--- src/rtl/vram_dma.sv ---
// vram_dma: register-programmed CPU-bus to VRAM byte copier, one byte per RD+WR pair
// Ports: clk, rst_n (async active-low), ce (clock enable)
//   CPU regs : reg_we, reg_addr[2:0], reg_din[7:0], reg_dout[7:0]
//              (0 SRC_LO, 1 SRC_HI, 2 DST_LO, 3 DST_HI, 4 LEN x16 bytes (0=4096), 5 CTRL)
//   source   : src_addr, src_rd, src_data, src_valid
//   VRAM     : vram_addr, vram_din, vram_we
//   status   : busy, irq (completion interrupt only when VRAM_DMA_IRQ_EN is defined)
module vram_dma #(
  parameter int VRAM_AW = 13,
  parameter int SRC_AW = 16
) (
  input  logic               clk,
  input  logic               rst_n,
  input  logic               ce,
  input  logic               reg_we,
  input  logic [2:0]         reg_addr,
  input  logic [7:0]         reg_din,
  output logic [7:0]         reg_dout,
  output logic [SRC_AW-1:0]  src_addr,
  output logic               src_rd,
  input  logic [7:0]         src_data,
  input  logic               src_valid,
  output logic [VRAM_AW-1:0] vram_addr,
  output logic [7:0]         vram_din,
  output logic               vram_we,
  output logic               busy,
  output logic               irq
);
  localparam logic [1:0] S_IDLE = 2'd0, S_RD = 2'd1, S_WR = 2'd2;
  logic [1:0] state;
  logic [7:0] src_lo, src_hi, dst_lo, dst_hi, len, data_q;
  logic [SRC_AW-1:0] src_cnt;
  logic [VRAM_AW-1:0] dst_cnt;
  logic [12:0] cnt;
  logic pend, reg_wr, start_req, go, last;
  assign busy = state != S_IDLE;
  assign reg_wr = reg_we && !busy;
  assign start_req = reg_wr && reg_addr == 3'd5 && reg_din[7];
  // a start written while ce=0 is held until the next enabled cycle
  assign go = ce && state == S_IDLE && (pend || start_req);
  assign last = cnt == 13'd1;
  assign src_rd = ce && state == S_RD;
  assign vram_we = ce && state == S_WR;
  assign src_addr = src_cnt;
  assign vram_addr = dst_cnt;
  assign vram_din = data_q;
  always_ff @(posedge clk or negedge rst_n) begin
    if (!rst_n) begin
      src_lo <= 8'h00;
      src_hi <= 8'h00;
      dst_lo <= 8'h00;
      dst_hi <= 8'h00;
      len <= 8'h00;
      pend <= 1'b0;
    end else begin
      if (reg_wr && reg_addr == 3'd0) src_lo <= reg_din;
      if (reg_wr && reg_addr == 3'd1) src_hi <= reg_din;
      if (reg_wr && reg_addr == 3'd2) dst_lo <= reg_din;
      if (reg_wr && reg_addr == 3'd3) dst_hi <= reg_din;
      if (reg_wr && reg_addr == 3'd4) len <= reg_din;
      pend <= ce ? 1'b0 : pend || start_req;
    end
  end
  always_ff @(posedge clk or negedge rst_n) begin
    if (!rst_n) begin
      state <= S_IDLE;
      src_cnt <= '0;
      dst_cnt <= '0;
      cnt <= 13'd0;
      data_q <= 8'h00;
    end else if (ce) begin
      if (go) begin
        state <= S_RD;
        src_cnt <= SRC_AW'({src_hi, src_lo});
        dst_cnt <= VRAM_AW'({dst_hi, dst_lo});
        cnt <= {len == 8'd0, len, 4'd0};
      end else if (state == S_RD && src_valid) begin
        data_q <= src_data;
        state <= S_WR;
      end else if (state == S_WR) begin
        src_cnt <= src_cnt + SRC_AW'(1);
        dst_cnt <= dst_cnt + VRAM_AW'(1);
        cnt <= cnt - 13'd1;
        state <= last ? S_IDLE : S_RD;
      end
    end
  end
`ifdef VRAM_DMA_IRQ_EN
  logic irq_q;
  // completion takes priority over a clearing CTRL write
  always_ff @(posedge clk or negedge rst_n) begin
    if (!rst_n) irq_q <= 1'b0;
    else if (ce && state == S_WR && last) irq_q <= 1'b1;
    else if (reg_wr && reg_addr == 3'd5) irq_q <= 1'b0;
  end
  assign irq = irq_q;
`else
  assign irq = 1'b0;
`endif
  assign reg_dout = reg_addr == 3'd0 ? src_lo :
                    reg_addr == 3'd1 ? src_hi :
                    reg_addr == 3'd2 ? dst_lo :
                    reg_addr == 3'd3 ? dst_hi :
                    reg_addr == 3'd4 ? len :
                    reg_addr == 3'd5 ? {busy, irq, 6'b0} : 8'h00;
endmodule

--- config.mk ---
export PLATFORM = sky130hd
export DESIGN_NAME = vram_dma
export DESIGN_NICKNAME = d
export VERILOG_FILES = /design/src/rtl/vram_dma.sv
export SDC_FILE = /design/constraint.sdc
export NUM_CORES = 1
export LEC_CHECK = 0
export ABC_AREA = 1
export BUFFER_PORTS_ARGS = -buffer_cell sky130_fd_sc_hd__buf_2
export CAP_MARGIN = 20
export CORE_ASPECT_RATIO = 0.8
export CORE_MARGIN = 2
export CORE_UTILIZATION = 55
export CTS_BUF_LIST = sky130_fd_sc_hd__clkbuf_2 sky130_fd_sc_hd__clkbuf_4 sky130_fd_sc_hd__clkbuf_8
export CTS_CLUSTER_DIAMETER = 60
export DETAILED_ROUTE_END_ITERATION = 6
export GPL_TIMING_DRIVEN = 0
export PLACE_DENSITY_LB_ADDON = 0.12
export SLEW_MARGIN = 0
export SYNTH_ARGS = -nofsm -noshare
export SYNTH_HDL_FRONTEND = slang
export SYNTH_SLANG_ARGS = --single-unit
--- constraint.sdc ---
create_clock -name clk -period 1.8 [get_ports clk]
set_input_delay 0.36 -clock clk [delete_from_list [all_inputs] [get_ports clk]]
set_output_delay 0.36 -clock clk [all_outputs]
set_load 0.03 [all_outputs]
==> results.json <==
{
  "ioPinCount": 73,
  "num_vias": 4901,
  "start_util": 0.5735,
  "syn_inst": 641,
  "start_kind": "flop",
  "dr.first_iter.drc_count": 462,
  "layout.nets": 775,
  "cts_tree": "yes",
  "grt_pass1_vias": 4430,
  "die_y_um": 88.50,
  "critPathMaxStageDelay_ps": 440,
  "setup_tns_ps": 0,
  "cap_violations": 0,
  "ys_seq_area_frac": 0.4741,
  "yosysUniqueCellTypes": 32,
  "antennaDiodeCount": 0,
  "power_leakage_nw": 3.013,
  "max_clock_freq_ghz": 0.5607,
  "min_period_over_period": 0.9908,
  "pwr-share-comb": 0.417,
  "seqPwrFrac": 0.433,
  "end_kind": "primary output",
  "grt_start_max_net_pins": 59,
  "die_area_um2": 9701,
  "total_power_mw": 8.993,
  "switching_share": 0.4555,
  "hold_viol": 0,
  "yosys.area.top_type": "dfrtp_1",
  "cp.required_ps": 1440,
  "cts.path.max_buffers": 2,
  "synthArstFlopShare": 1.000,
  "track_usage": 0.3047,
  "coreArea_um2": 8558,
  "cts.sinks": 93,
  "cts.root.buffer_cell": "clkbuf_8",
  "synth_edf_count": 0,
  "grt_pass1_wl_mm": 22.14,
  "status": "complete, no violations",
  "detail_route.wl_per_cell_um": 16.37,
  "path_clk_slew_ps": 90,
  "drc_errors": 0,
  "clock_latency_ps": 380,
  "drv_slew": 0,
  "rsz0062_at_grt": "true",
  "min_path_type": "in -> reg",
  "place_hpwl_mm": 10.22,
  "synthTopCellsByArea": "dfrtp_1 47%, nand2_1 15%, nand3_1 9.1%",
  "cp.arrival_ps": 1420,
  "numPortBuffers": 71,
  "synth_commonest_cells": "197 x nand2_1, 93 x dfrtp_1, 89 x nand3_1",
  "htree_levels": 3,
  "finClkSkew_ps": 14.85,
  "postSynthAreaPerCell_um2": 7.658,
  "via_per_inst": 5.672,
  "ir_drop_mv": 0.9093,
  "yosysMostFrequentCell": "nand2_1",
  "synth_top_area_share": 0.4741,
  "dp_cells": 825,
  "clock_power_share": 0.150,
  "critical_path_class": "reg -> out",
  "crit_path_top_delay_cell": "dfrtp_2",
  "rows": 30,
  "routabilityCongestion": 0.9692,
  "gr-total-overflow": 0,
  "cts_buffers": 9,
  "p_switching_mw": 4.096,
  "intPower_mw": 4.897,
  "wirelength_mm": 14.15,
  "fin_cells": 864,
  "drive_above_1_share": 0.2221,
  "die_x_um": 109.6,
  "syn_nets": 669,
  "setup_viol": 0,
  "synth-seq-cells": 93,
  "synthToLayoutAreaGrowth_pct": 21.13,
  "p_per_area_nw_per_um2": 1512,
  "antenna_found_initial": 0,
  "dr.pass1.iters": 5,
  "ys.flop_type": "dfrtp_1",
  "finalCriticalPeriod_ps": 1783,
  "ant_nets": 0,
  "synth_warnings": 0,
  "crit_path_cell_trace": "nor2_4 > o21ai_2 > a21oi_2 > nand4_1 > buf_6",
  "syn-cell-area_um2": 4908,
  "utilization": 0.6947,
  "path_max_fanout": 3,
  "holdWs_ps": 195.8
}
cells in the final DEF, fill, tap and decap left out, types with 5 or more instances in the layout:
cell      synthesis  layout
inv_2             3       9
nor2_1           41      37
buf_2            10      69
buf_6             2       5
nand4_1           8       8
a21oi_1          12      11
mux2_1            7       7
clkbuf_8          0      10
nand2_2           2       7
buf_4             7      33
nand3_1          89      88
inv_1            61      54
nand2_1         197     193
o21ai_1           3       6
o21ai_0          61      57
dfrtp_1          93      90
nor3_1            7       7
xor2_1            6       6
logic make-up after synthesis:
kind of cell               after synthesis  share of synthesized area
AOI/OAI and AO/OA                       86                    0.09483
xor gates and xnor gates                 8                    0.01428
adders and majority gates                4                    0.01020
buffers and inverters                   85                    0.07596
DFF                                     93                     0.4741
muxes                                    8                    0.01835
other                                    1                  0.0007640
and+or+nand+nor                        356                     0.3115
metrics by stage:
step / setup WS, ps / cell area, µm²
2_1_floorplan: 99.82 / 4908
3_3_place_gp: -524.1 / 5404
3_5_place_dp: -121.3 / 5434
4_1_cts: -21.03 / 5722
5_1_grt: -70.18 / 5946
6_report: 16.52 / 5946
registers in the layout (all words and copies together) (netlist names):
name	count
src_addr	16
cnt	13
vram_addr	13
dst_hi	8
dst_lo	8
len	8
src_hi	8
src_lo	8
vram_din	8
state	2
pend	1
final timing paths:
path / start / endpoint / slack [ps] / depth (start not counted)
max: state[1]$_DFFE_PN0P_ / reg_dout[7] / 20 / 5
max in group asynchronous: rst_n / dst_hi[5]$_DFFE_PN0P_ / 660 / 3
max reg2reg: state[1]$_DFFE_PN0P_ / len[3]$_DFFE_PN0P_ / 80 / 7
min reg2reg: vram_din[3]$_DFFE_PN0P_ / vram_din[3]$_DFFE_PN0P_ / 490 / 1
min: src_data[6] / vram_din[6]$_DFFE_PN0P_ / 200 / 2
min in group asynchronous: rst_n / cnt[2]$_DFFE_PN0P_ / 500 / 2
layout make-up:
| type | count | area (µm²) |
|---|---|---|
| Sequential cell | 93 | 2331 |
| Multi-Input combinational cell | 464 | 2271 |
| Timing Repair inverter | 1 | 5.005 |
| Buffer | 18 | 132.6 |
| Clock inverter | 5 | 42.54 |
| Fill cell | 722 | 2613 |
| Inverter | 66 | 281.5 |
| Clock buffer | 11 | 145.1 |
| Tap cell | 112 | 140.1 |
| Timing Repair Buffer | 94 | 596.8 |
critical path, delay by kind of cell (launching register included):
family | cells | cell delay [ps]
flops | 1 | 440
compound gates | 2 | 160
simple gates | 2 | 270
buf+inv | 1 | 180
repair_timing:
item,CTS,global route
endpoints found under the setup margin,9,37
endpoints found under the hold margin,35,0
resized for setup,26,36
hold buffers,1,0
setup buffers,3,18
cloned,0,2
pin swaps,3,9
layer usage:
metal / vias up / track usage / wire length [µm]
met5: - / 0 / 0
met4: 0 / 0.09781 / 269
met3: 26 / 0.07069 / 1365
met2: 264 / 0.4691 / 6340
met1: 2312 / 0.4303 / 6169
li1: 2299 / - / -
power groups by stage:
stage | Clock [mW] | Combinational [mW] | Sequential [mW]
6_report | 1.35 | 3.75 | 3.89
5_1_grt | 1.45 | 4.17 | 4.00
4_1_cts | 1.35 | 3.46 | 3.85
3_5_place_dp | 0 | 3.31 | 3.88
3_3_place_gp | 0 | 3.21 | 3.85
2_1_floorplan | 0 | 1.79 | 4.23
(Power assumes the default switching activity.)
